--- src/rtl/regscan_pkg.sv ---
// Shared constants and state encoding for the register-file scanner.
package regscan_pkg;

    localparam int REG_COUNT = 32;
    localparam int REG_AW    = 5;
    localparam int REG_DW    = 32;

    typedef enum logic [1:0] {
        IDLE  = 2'd0,
        FETCH = 2'd1,
        SEND  = 2'd2,
        DONE  = 2'd3
    } state_e;

endpackage

--- src/rtl/regfile_scanner.sv ---
// Walks registers FIRST_REG..LAST_REG through one register-file read port and
// streams each value with its index over a valid/ready handshake.
module regfile_scanner
    import regscan_pkg::*;
#(
    parameter int FIRST_REG = 0,
    parameter int LAST_REG  = 31
) (
    input  logic              clk,
    input  logic              rst_n,
    input  logic              start,
    input  logic              abort,
    output logic [REG_AW-1:0] ra,
    input  logic [REG_DW-1:0] rd,
    output logic              out_valid,
    input  logic              out_ready,
    output logic [REG_AW-1:0] out_idx,
    output logic [REG_DW-1:0] out_data,
    output logic              out_last,
    output logic              busy,
    output logic              done
);

    if (FIRST_REG < 0 || FIRST_REG > LAST_REG || LAST_REG >= REG_COUNT) begin : g_param_check
        $error("regfile_scanner: require 0 <= FIRST_REG <= LAST_REG < %0d", REG_COUNT);
    end

    localparam logic [REG_AW-1:0] FIRST_IDX = REG_AW'(FIRST_REG);
    localparam logic [REG_AW-1:0] LAST_IDX  = REG_AW'(LAST_REG);

    state_e              state_q, state_d;
    logic [REG_AW-1:0]   idx_q, idx_d;
    logic                out_valid_q, out_valid_d;
    logic [REG_AW-1:0]   out_idx_q, out_idx_d;
    logic [REG_DW-1:0]   out_data_q, out_data_d;
    logic                out_last_q, out_last_d;
    logic                busy_q, busy_d;
    logic                done_q, done_d;

    always_comb begin
        state_d     = state_q;
        idx_d       = idx_q;
        out_valid_d = out_valid_q;
        out_idx_d   = out_idx_q;
        out_data_d  = out_data_q;
        out_last_d  = out_last_q;

        case (state_q)
            IDLE: begin
                if (start) begin
                    state_d = FETCH;
                    idx_d   = FIRST_IDX;
                end
            end
            FETCH: begin
                out_data_d  = rd;
                out_idx_d   = idx_q;
                out_last_d  = (idx_q == LAST_IDX);
                out_valid_d = 1'b1;
                state_d     = SEND;
            end
            SEND: begin
                if (out_valid_q && out_ready) begin
                    out_valid_d = 1'b0;
                    if (out_last_q) begin
                        state_d = DONE;
                    end else begin
                        idx_d   = idx_q + 1'b1;
                        state_d = FETCH;
                    end
                end
            end
            DONE: begin
                state_d = IDLE;
                idx_d   = '0;
            end
            default: begin
                state_d = IDLE;
                idx_d   = '0;
            end
        endcase

        // Abort overrides everything, including a same-cycle handshake or start.
        if (abort) begin
            state_d     = IDLE;
            idx_d       = '0;
            out_valid_d = 1'b0;
        end

        busy_d = (state_d != IDLE);
        done_d = (state_d == DONE);
    end

    always_ff @(posedge clk or negedge rst_n) begin
        if (!rst_n) begin
            state_q     <= IDLE;
            idx_q       <= '0;
            out_valid_q <= 1'b0;
            out_idx_q   <= '0;
            out_data_q  <= '0;
            out_last_q  <= 1'b0;
            busy_q      <= 1'b0;
            done_q      <= 1'b0;
        end else begin
            state_q     <= state_d;
            idx_q       <= idx_d;
            out_valid_q <= out_valid_d;
            out_idx_q   <= out_idx_d;
            out_data_q  <= out_data_d;
            out_last_q  <= out_last_d;
            busy_q      <= busy_d;
            done_q      <= done_d;
        end
    end

    // idx is cleared on every return to IDLE, so it doubles as the read address.
    assign ra        = idx_q;
    assign out_valid = out_valid_q;
    assign out_idx   = out_idx_q;
    assign out_data  = out_data_q;
    assign out_last  = out_last_q;
    assign busy      = busy_q;
    assign done      = done_q;

endmodule
--- config.mk ---
export PLATFORM = sky130hd
export DESIGN_NAME = regfile_scanner
export DESIGN_NICKNAME = d
export VERILOG_FILES = /design/src/rtl/regscan_pkg.sv /design/src/rtl/regfile_scanner.sv
export SDC_FILE = /design/constraint.sdc
export NUM_CORES = 1
export LEC_CHECK = 0
export ABC_CLOCK_PERIOD_IN_PS = 3380
export CORE_ASPECT_RATIO = 0.7
export CORE_MARGIN = 3
export CORE_UTILIZATION = 50
export DETAILED_ROUTE_END_ITERATION = 8
export DONT_BUFFER_PORTS = 1
export HOLD_SLACK_MARGIN = 0.08
export PLACE_DENSITY = 0.69
export RECOVER_POWER = 100
export SKIP_CTS_REPAIR_TIMING = 1
export SLEW_MARGIN = 20
export SYNTH_ARGS = -nofsm -noshare
export SYNTH_HDL_FRONTEND = slang
export SYNTH_SLANG_ARGS = --single-unit
--- constraint.sdc ---
create_clock -name clk -period 3.38 [get_ports clk]
set_input_delay 0.169 -clock clk [delete_from_list [all_inputs] [get_ports clk]]
set_output_delay 0.169 -clock clk [all_outputs]
set_load 0.02 [all_outputs]
==> reports/metrics.cfg <==
[outcome]
status=complete, but fails checks
violations=max-capacitance violations, max-slew violations

[synthesis]
ys_seq_elements=48
synthMuxAreaShare=0.223
synth_xor_area_frac=0
syn_nets=173
synth-seq-area-share=0.613
synthesis.area_um2=1960
synth_top_family_by_area=multiplexers
yosysWarnings=0
synth_top_flop_cell=dfrtp_1
synthCells=134
synthAdderAreaFrac=0.0128
ys_types=29
syn-mean-instance-area_um2=14.6
async_flop_share=1.00
synth-simple-area-share=0.0811
synth-edff-count=0
synth-compound-area-share=0.0511

[global_route]
first_global_vias=1124
grtUsageTotal=0.160
grt_pass1_wl_um=5580
grtUsageMet1=0.196
grt_util_met3=0.0673
antenna_found_initial=0
grt_max_degree=49
grt-busiest-layer=met2
grt-ovfl-total=0
met2_usage=0.254

[final_layout]
fill_cells=257
layout_common_cells=dfrtp_1, mux2_2, dlygate4sd3_1, nand2_1, clkbuf_8
fin_nets=210
stdcell_count=222
drive_above_1_share=0.285
synthToLayoutAreaGrowth_pct=24.3
multi_input_area_um2=701
seq_area_um2=1200
final_common_cell=dfrtp_1
final_area_um2=2430
n_antenna_cell=0

[timing]
min_period_over_period=0.712
setup_viol=0
rsz0062_at_grt=no
relSlewSlack=-0.159
finalCriticalPeriod_ns=2.41
clock.fmax_mhz=416
slew_viol_final=40
worst_pin_slew_ns=1.74
setup-tns-final_ns=0
skew_ns=0.00497
hold_viol=0

[pwr]
power_mw=1.42
ir_worst_vdd_mv=0.505
power_density_nw_per_um2=582
p_leak_nw=1.07

[die]
fp.dieW_um=80.8
die_h_um=58.4
row_count=18
initial_core_util=0.537
ios=83
core_area_um2=3650
dieArea_um2=4720

[route]
wl_per_cell_um=18.1
drtAntennaViolNets=0
drtIter0Drc=40
firstDrtPassIters=4
drt_wl_total_um=4020
drcViolationCount=0
num_vias=1208
via_per_inst=5.44

[clocking]
cts_tree=done
cts_root_buffer=clkbuf_8
cts_buffers=5
numClockSinks=48
insertion_delay_ns=0.30
clk_pin_slew_worst_paths_ns=0.08
h-tree-depth=2
clockBufferDepth=2

[critical_path]
crit_start=state_q[1]
path_max_fanout=39
crit_type=reg2reg
cp_data_arrival_time_ns=2.58
r2r_start=state_q[1]
end_kind=register
startpoint_type=register
critPathRequiredTime_ns=3.56

[place]
dp_hpwl_um=2580
place_inst=178
postPlaceCellArea_um2=1990
io_buffer_count=0
routabilityCongestion=0.867

[worst_hold_path]
hp-class=in2reg
min_from=start

[flow_run]
max_cap_viol_count=1

==> path summary, 6_finish.rpt <==
check                                to  slack, ns  depth (start not counted)
max                         out_data[6]       0.97                          2
min                               ra[1]       0.08                          2
max reg2reg                 out_data[6]       0.97                          2
min reg2reg                  state_q[0]       0.64                          1
max in group asynchronous  out_data[24]       2.79                          2
min in group asynchronous         ra[1]       0.38                          2
==> logic make-up (layout without fill, tap and decap cells) <==
| logic type | after synthesis | count (layout) |
|---|---|---|
| DFF | 48 | 48 |
| muxes | 39 | 39 |
| and+or+nand+nor | 26 | 26 |
| AOI/OAI and AO/OA | 13 | 13 |
| buffers and inverters | 6 | 44 |
| adders and majority gates | 2 | 2 |
==> metrics by stage <==
step                setup WS (ns)   util  hold slack (ns)
floorplan                    1.84      -           -0.127
global placement             1.64  0.545           -0.125
detailed placement           1.52  0.545           -0.126
CTS                          1.52  0.570           -0.455
global route                0.688  0.667           0.0757
finish                      0.974  0.667           0.0835
==> critical path, cell delays in order, from the launching register on <==
cell and delay, ns:
dfrtp_1 0.50, nand2b_1 1.33, mux2_2 0.45
==> final cells by class <==
cell class	instances	area share
sequential	48	0.493
timing repair buffer	36	0.155
multi-input combinational	80	0.288
tap	50	0.0257
clock buffer	6	0.0339
clock inverter	2	0.00411
==> state kept, by name, indices dropped and copies added, names as in the netlist <==
name and cells:
out_data 32, ra 5, out_last 1, busy 1, out_idx 5, done 1, out_valid 1, state_q 2
==> report_power, final <==
part / switching (mW) / internal (mW) / total (mW)
combinational: 0.0630 / 0.122 / 0.185
clock: 0.180 / 0.163 / 0.344
sequential: 0.211 / 0.678 / 0.889
==> per-layer routing <==
| layer | vias to the layer above | part of all wire |
|---|---|---|
| met4 | 0 | 0.010 |
| met2 | 52 | 0.54 |
| met3 | 5 | 0.080 |
| met5 | - | 0 |
| met1 | 604 | 0.37 |
| li1 | 547 | - |
==> Yosys cell counts, types with 2 or more instances <==
| library cell | number | area, µm² |
|---|---|---|
| dfrtp_1 | 48 | 1200 |
| mux2_2 | 38 | 428 |
| nand2_1 | 6 | 22.5 |
| buf_2 | 5 | 25.0 |
| nor3_1 | 4 | 20.0 |
| o21ai_0 | 4 | 20.0 |
| a21oi_1 | 2 | 10.0 |
| a31oi_1 | 2 | 12.5 |
| ha_1 | 2 | 25.0 |
| nand2b_1 | 2 | 12.5 |
| nor2_1 | 2 | 7.51 |
| nor2b_1 | 2 | 12.5 |
Power figures use the tool's default switching activity.
